<file path="src/rtl/compare_seq_ctrl_pkg.sv">
// Shared encodings for the nibble-serial magnitude comparator.
// Result vectors are one-hot {gt, lt, eq}.
package compare_seq_ctrl_pkg;

   typedef enum logic [1:0] {
      IDLE = 2'b00,
      RUN  = 2'b01,
      DONE = 2'b10
   } state_t;

   localparam logic [2:0] CMP_GT   = 3'b100;
   localparam logic [2:0] CMP_LT   = 3'b010;
   localparam logic [2:0] CMP_EQ   = 3'b001;
   localparam logic [2:0] CMP_NONE = 3'b000;

endpackage

</file>
<file path="src/rtl/compare_seq_ctrl_if.sv">
// Request/result bundle between a requesting datapath and compare_seq_ctrl.
interface compare_seq_ctrl_if #(
   parameter int NIBBLES = 4
);
   logic                   iStart;
   logic [4*NIBBLES-1:0]   iData_a;
   logic [4*NIBBLES-1:0]   iData_b;
   logic                   oBusy;
   logic                   oDone;
   logic [2:0]             oData;

   modport master (
      output iStart, iData_a, iData_b,
      input  oBusy, oDone, oData
   );

   modport slave (
      input  iStart, iData_a, iData_b,
      output oBusy, oDone, oData
   );
endinterface

</file>
<file path="src/rtl/compare_seq_ctrl_nibble_compare_slice.sv">
// Combinational 4-bit cascadable magnitude compare slice.
// Equal nibbles defer to the lower-order cascade input.
module nibble_compare_slice
   import compare_seq_ctrl_pkg::*;
(
   input  logic [3:0] a,
   input  logic [3:0] b,
   input  logic [2:0] cascIn,
   output logic [2:0] cmpOut
);

   always_comb begin
      cmpOut = cascIn;
      if (a > b) begin
         cmpOut = CMP_GT;
      end else if (a < b) begin
         cmpOut = CMP_LT;
      end
   end

endmodule

</file>
<file path="src/rtl/compare_seq_ctrl.sv">
// Nibble-serial unsigned compare of two W-bit operands through one shared slice.
// state | meaning
// IDLE  | waiting for iStart
// RUN   | one nibble per cycle, LSB nibble first
// DONE  | oDone pulse; iStart here restarts back-to-back
module compare_seq_ctrl
   import compare_seq_ctrl_pkg::*;
#(
   parameter int NIBBLES = 4
)(
   input  logic              iClk,
   input  logic              iRst_n,
   compare_seq_ctrl_if.slave bus
);

   localparam int W     = 4 * NIBBLES;
   localparam int IDX_W = (NIBBLES > 1) ? $clog2(NIBBLES) : 1;
   localparam logic [IDX_W-1:0] LAST_IDX = IDX_W'(NIBBLES - 1);

   state_t           state, stateNext;
   logic [W-1:0]     opA, opB;
   logic [2:0]       cascade, result, sliceOut;
   logic [IDX_W-1:0] idx;
   logic [3:0]       nibA, nibB;
   logic             load, last;

   assign nibA = 4'(opA >> {idx, 2'b00});
   assign nibB = 4'(opB >> {idx, 2'b00});

   nibble_compare_slice u_slice (
      .a      (nibA),
      .b      (nibB),
      .cascIn (cascade),
      .cmpOut (sliceOut)
   );

   always_comb begin
      stateNext = state;
      load      = 1'b0;
      last      = 1'b0;
      case (state)
         IDLE: begin
            if (bus.iStart) begin
               load      = 1'b1;
               stateNext = RUN;
            end
         end
         RUN: begin
            if (idx == LAST_IDX) begin
               last      = 1'b1;
               stateNext = DONE;
            end
         end
         DONE: begin
            if (bus.iStart) begin
               load      = 1'b1;
               stateNext = RUN;
            end else begin
               stateNext = IDLE;
            end
         end
         default: stateNext = IDLE;
      endcase
   end

   always_ff @(posedge iClk or negedge iRst_n) begin
      if (!iRst_n) begin
         state   <= IDLE;
         opA     <= '0;
         opB     <= '0;
         cascade <= CMP_EQ;
         idx     <= '0;
         result  <= CMP_NONE;
      end else begin
         state <= stateNext;
         if (load) begin
            opA     <= bus.iData_a;
            opB     <= bus.iData_b;
            cascade <= CMP_EQ;
            idx     <= '0;
         end else if (state == RUN) begin
            cascade <= sliceOut;
            idx     <= idx + IDX_W'(1);
            if (last) begin
               result <= sliceOut;
            end
         end
      end
   end

   // Outputs decode registered state only, so nothing is combinational from inputs.
   assign bus.oBusy = (state == RUN);
   assign bus.oDone = (state == DONE);
   assign bus.oData = result;

endmodule

</file>
<file path="src/flat_wrapper.sv">
// flat-port wrapper written by rule: the top's interface ports become plain ports
module compare_seq_ctrl_flat import compare_seq_ctrl_pkg::*;
#(
   parameter int NIBBLES = 4
)
  (iClk, iRst_n, bus_iStart, bus_iData_a, bus_iData_b, bus_oBusy, bus_oDone, bus_oData);
  compare_seq_ctrl_if #(.NIBBLES(NIBBLES)) bus_i ();
  input  logic iClk;
  input  logic iRst_n;
  input wire logic [$bits(bus_i.iStart)-1:0] bus_iStart;
  input wire logic [$bits(bus_i.iData_a)-1:0] bus_iData_a;
  input wire logic [$bits(bus_i.iData_b)-1:0] bus_iData_b;
  output wire logic [$bits(bus_i.oBusy)-1:0] bus_oBusy;
  output wire logic [$bits(bus_i.oDone)-1:0] bus_oDone;
  output wire logic [$bits(bus_i.oData)-1:0] bus_oData;
  assign bus_i.iStart = bus_iStart;
  assign bus_i.iData_a = bus_iData_a;
  assign bus_i.iData_b = bus_iData_b;
  assign bus_oBusy = bus_i.oBusy;
  assign bus_oDone = bus_i.oDone;
  assign bus_oData = bus_i.oData;
  compare_seq_ctrl #(.NIBBLES(NIBBLES)) u_core (.iClk(iClk), .iRst_n(iRst_n), .bus(bus_i));
endmodule
</file>
<file path="config.mk">
export PLATFORM = sky130hd
export DESIGN_NAME = compare_seq_ctrl_flat
export DESIGN_NICKNAME = d
export VERILOG_FILES = /design/src/rtl/compare_seq_ctrl_pkg.sv /design/src/rtl/compare_seq_ctrl_if.sv /design/src/rtl/compare_seq_ctrl_nibble_compare_slice.sv /design/src/rtl/compare_seq_ctrl.sv /design/src/flat_wrapper.sv
export SDC_FILE = /design/constraint.sdc
export NUM_CORES = 1
export LEC_CHECK = 0
export CAP_MARGIN = 20
export CORE_AREA = 2 2 75 77
export DETAILED_ROUTE_END_ITERATION = 10
export DIE_AREA = 0 0 77 79
export GPL_ROUTABILITY_DRIVEN = 1
export MAX_ROUTING_LAYER = met4
export PLACE_DENSITY_LB_ADDON = 0.3
export SYNTH_ARGS = -nofsm -noshare
export SYNTH_HDL_FRONTEND = slang
export SYNTH_SLANG_ARGS = --single-unit
</file>
<file path="constraint.sdc">
create_clock -name iClk -period 6.2 [get_ports iClk]
set_input_delay 0.62 -clock iClk [delete_from_list [all_inputs] [get_ports iClk]]
set_output_delay 0.62 -clock iClk [all_outputs]
set_load 0.01 [all_outputs]
</file>
# Yosys cells after proc, flatten, opt, wreduce, memory -nomap -nowiden

Cells that the tools add are included.

Add/sub/neg operators: 1
$lt $le $gt $ge: 2
Equal/unequal tests: 5
Shift operators: 2
Multiplexer cells: 14
Bitwise operators: 1
Reduce and logical (&&, ||, !) cells: 5

Operator list:

| operator                                                                 | number |
|---|---|
| 16-bit by 4-bit >> shifter with 4-bit output                             | 2 |
| 3-bit two-way mux                                                        | 4 |
| 2-bit two-way mux                                                        | 4 |
| 2-bit case mux with 3 select lines                                       | 1 |
| 1-bit two-way mux                                                        | 5 |
| 2-bit == test (second input constant)                                    | 2 |
| 4-bit > comparator                                                       | 1 |
| 4-bit < comparator                                                       | 1 |
| 3-bit AND reduction                                                      | 1 |
| 2-bit by 1-bit adder with 2-bit output (second input constant)           | 1 |
| 2-bit by 1-bit == test with 1-bit output (second input constant)         | 1 |
| 2-bit zero test                                                          | 1 |
| 2-bit by 1-bit inequality test with 1-bit output (second input constant) | 1 |
| 2-bit inequality test (second input constant)                            | 1 |
| 2-bit AND reduction                                                      | 1 |
| 2-bit nonzero test                                                       | 1 |
| 2-bit OR reduction                                                       | 1 |
| 1-bit NOT                                                                | 1 |

Register bits after elaboration: 42
Input port bits: 35
Output and inout port bits: 5
Word-level logic and storage cells: 36

# Logic depth before layout (Yosys ltp)

Word-level depth: 6
Mapped depth: 8
Depth with buffers taken out: 7

# Modules after synthesis

Synthesis repeated with hierarchy kept, for this count alone.

Cells, all modules: 131
Area total of the unflattened synthesis: 2,142.1 um^2

Modules (own cells, without submodules):

| module               | instances | cells each | area each (um^2) | sequential area each (um^2) |
|---|---|---|---|---|
| compare_seq_ctrl     | 1         | 114        | 2,004.4          | 1,052.3 |
| nibble_compare_slice | 1         | 17         | 137.6            | 0.0 |

# Least setup slack after synthesis

No wires, ideal clock.

Path kind: reg-to-reg
From: register u_core.idx[0]
To: register u_core.result[0] (netlist: u_core.bus.oData[0])
Setup time: 0.122 ns
Data arrival time: 2.007 ns
Required time: 6.078 ns
Setup slack: 4.071 ns
Stages on the path, launching flop included: 8
Path buffers: 1
Clock period less this slack: 2.129 ns
Cell sequence: dfrtp_1 -> buf_4 -> mux4_2 -> ha_1 -> nor2b_1 -> o211ai_1 -> nand2_1 -> a32o_1

Longest elaborated chain between the ends: 4
Elaborated cells on any way between the ends: 10
Those cells by class: 2 x order compare; 1 x eq/ne; 2 x shift; 4 x mux; 1 x reduce/logical

Ends and longest elaborated chain:

| what                                                                 | line                                                                | RTL |
|---|---|---|
| start: declaration                                                   | compare_seq_ctrl.sv:23                                              | `logic [IDX_W-1:0] idx;` |
| start signal: assignment                                             | compare_seq_ctrl.sv:83                                              | `idx <= idx + IDX_W'(1);` |
| 16-bit by 4-bit >> shifter with 4-bit output (tied with other cells) | compare_seq_ctrl.sv:27                                              | `assign nibA = 4'(opA >> {idx, 2'b00});` |
| 4-bit < comparator or 1-bit two-way mux (tied branches)              | compare_seq_ctrl_nibble_compare_slice.sv:16, compare_seq_ctrl.sv:49 |  |
| 3-bit two-way mux or 1-bit two-way mux (tied branches)               | compare_seq_ctrl_nibble_compare_slice.sv:16, compare_seq_ctrl.sv:41 |  |
| 3-bit two-way mux or 3-bit AND reduction (tied branches)             | --                                                                  |  |
| end signal: assignment                                               | compare_seq_ctrl.sv:85                                              | `result <= sliceOut;` |
| end: declaration                                                     | compare_seq_ctrl.sv:22                                              | `logic [2:0] cascade, result, sliceOut;` |

Parallel ways exist; a longest one is shown, timed or not.
A chain may end at the register's enable or synchronous reset.

# Worst setup path in the final report

Same ends and word-level chain as after synthesis.

==> flow_summary_export.csv <==
group,metric,value,unit
power,p_leak,1.13,nW
synthesis,synth_compound_area_share,5.49,%
detailed_routing,first_pass_iters,4,
global_routing,track_usage,13.6,%
power,powerDensity,522,nW/um^2
critical_path,crit_chain,"mux4_2 > ha_1 > nor2b_1 > o211ai_1 > nand2_1 > a32o_1",
cells_and_area,finalNetCount,210,
synthesis,synth.most_common_cell,"dfrtp_1",
critical_path,critPathMaxFanout,11,
synthesis,synth_top_cell_by_area,"dfrtp_1",
sta,setup_ws,3.70,ns
clock_network,cts-root-buf,"clkbuf_8",
synthesis,synth_ff_type,"dfrtp_1",
flow_run,drv_cap,0,
clock_network,cts_tree,"built",
hold_path,hp-class,"in -> async",
sta,post-route-period-util,40.4,%
clock_network,h-tree-depth,2,
detailed_routing,vias,1194,
synthesis,synth_common_cells,"dfrtp_1 (41), mux2_4 (28), inv_1 (8), mux4_2 (8), ha_1 (5)",
synthesis,syn_nets,169,
global_routing,grt_pass1_wl,6240,um
synthesis,synthCells,129,
detailed_routing,routed_wl,3750,um
sta,setup_viol,0,
detailed_routing,ant_nets,0,
synthesis,yosysWarnings,0,
detailed_routing,drt_iter0_drc,62,
synthesis,synthMuxAreaShare,31.5,%
synthesis,synth_top_area_share,50.0,%
sta,fmax,399,MHz
floorplan,io-pin-count,40,
clock_network,cts.path.max_buffers,2,
clock_network,clkTransAtPathRegs,0.08,ns
synthesis,synth-simple-area-share,3.48,%
synthesis,synth_fa_ha_area_share,3.05,%
sta,hold_violations,0,
synthesis,ys_seq_elements,42,
clock_network,cts_resized,0,
synthesis,postSynth.asyncResetShare,100,%
global_routing,grt_antenna_before_repair,0,
placement,dpl.hpwl,2730,um
global_routing,grt_max_degree,43,
clock_network,cts_sinks,42,
cells_and_area,antenna_cells,0,
synthesis,synth_top_family_by_area,"multiplexers",
floorplan,std_cell_rows,27,
synthesis,yosys-top-cells-area,"dfrtp_1 (50%), mux2_4 (20%), mux4_2 (8.8%), ha_1 (3.0%), mux2_2 (2.2%)",
floorplan,core-area,5340,sq um
power,fin_total_pwr,1.34,mW
sta,finClkSkew,0.00657,ns
power,ir_drop,0.206,mV
synthesis,synth_xor_area_share,0,%
sta,rsz0062_at_grt,"false",
sta,max-slew-margin-rel,37.9,%
detailed_routing,remaining_drc_errors,0,
placement,place.gp.congestion,0.751,
floorplan,dieArea,6080,sq um
critical_path,cp.required,6.39,ns
cells_and_area,utilization,48.0,%
synthesis,syn_area,2050,sq um
placement,io_buffers,39,
global_routing,grt_overflow_total,0,
floorplan,initial_core_util,38.4,%
detailed_routing,post_drt_wl_per_cell,15.4,um
synthesis,synth_area_per_cell,15.9,sq um
clock_network,cts_buffers,5,
placement,dpl_worst_slack,3.67,ns
critical_path,critical_path.max_stage_delay,0.70,ns
cells_and_area,layout-drive-gt1-share,31.0,%
critical_path,end_kind,"flip-flop",
sta,finalCriticalPeriod,2.50,ns
detailed_routing,viasPerCell,4.91,
global_routing,first_global_vias,1291,
cells_and_area,area_delta_synth_final,24.8,%
critical_path,start_kind,"flip-flop",
clock_network,clk_latency,0.29,ns
synthesis,synth-edff-count,0,
sta,worst_pin_slew,0.931,ns
clock_network,hold_buffers,0,
sta,slew_viol_final,0,
synthesis,ys_seq_area_share,51.3,%
floorplan,die_w,77,um
sta,setup-tns-final,0,ns
floorplan,die_y,79,um
synthesis,netlist-cell-type-count,30,
critical_path,arrival,2.69,ns
critical_path,crit_slowest_cell,"dfrtp_1",
critical_path,critPathKind,"reg -> reg",
clock_network,post_cts_buffers,0,
run_status,status,"complete, no violations",
==> flip-flops by register name, indices dropped and copies added, names as in the netlist <==
signal	flops
u_core.opA	16
u_core.opB	16
u_core.bus.oData	3
u_core.cascade	3
u_core.idx	2
u_core.state	2
==> cell families (layout without fill, tap and decap cells) <==
logic type      Yosys count  after routing
compound gates           16             16
fa+ha+maj                 5              5
buf+inv                  14             56
flops                    42             42
mux                      40             40
simple gates             12             12
==> layout by cell type (no fill, tap or decap), drive strengths merged <==
master	count
clkbuf	6
buf	2
dfrtp	41
nor2b	2
clkinvlp	1
clkinv	1
mux2	32
nand2b	1
a2bb2oi	1
clkdlybuf4s50	38
nor2	3
ha	5
dfstp	1
o21ai	3
nand4	1
and4	1
a221oi	1
o211ai	1
a32o	1
nand2	3
mux4	8
a31oi	1
a21oi	3
and2b	1
inv	8
o21bai	1
a21o	1
a22o	2
o22a	1
==> final timing paths <==
check / startpoint / endpoint / slack, ns / cells after the start
min reg2reg: u_core.cascade[2]$_DFFE_PN0P_ / u_core.cascade[2]$_DFFE_PN0P_ / 0.49 / 1
max in group asynchronous: iRst_n / u_core.opB[11]$_DFFE_PN0P_ / 5.16 / 1
max reg2reg: u_core.idx[0]$_DFFE_PN0P_ / u_core.bus.oData[0]$_DFFE_PN0P_ / 3.70 / 6
max: u_core.idx[0]$_DFFE_PN0P_ / u_core.bus.oData[0]$_DFFE_PN0P_ / 3.70 / 6
min in group iClk: u_core.cascade[2]$_DFFE_PN0P_ / u_core.cascade[2]$_DFFE_PN0P_ / 0.49 / 1
min: iRst_n / u_core.state[0]$_DFFE_PN0P_ / 0.46 / 1
==> power by group <==
part	total [mW]	switching [mW]	internal [mW]
Clock	0.183	0.0931	0.0895
Combinational	0.633	0.249	0.385
Sequential	0.519	0.107	0.412
Total	1.34	0.449	0.886
==> per-layer routing <==
layer  up-vias  GRT usage (%)  part of all wire (%)
met1       598           16.2                    44
li1        553              -                     -
met4         0           5.18                   1.8
met5         -              -                     0
met3         5           4.09                   5.5
met2        38           22.0                    48
==> worst max-delay path, delay by kind of cell, from the launching register on <==
kind | cells | cell delay (ns)
fa+ha+maj | 1 | 0.34
flops | 1 | 0.70
simple gates | 2 | 0.29
compound gates | 2 | 0.48
mux | 1 | 0.58
==> final cells by class <==
type	instances	area, sq um
multi-input cells	73	900
clock buffers	6	82.6
well taps	72	90.1
repair buffers	40	393
inverters	8	30.0
clock inverters	2	12.5
flip-flops and latches	42	1050
fillers	490	2780
==> stage by stage <==
step                      cells  area [sq um]  hold slack, ns
after floorplan             129          2050           0.324
after global placement      235          2460           0.463
after detailed placement    235          2460           0.470
after CTS                   243          2560           0.488
after global routing        243          2560           0.493
final                       243          2560           0.463
(Power assumes the default switching activity.)
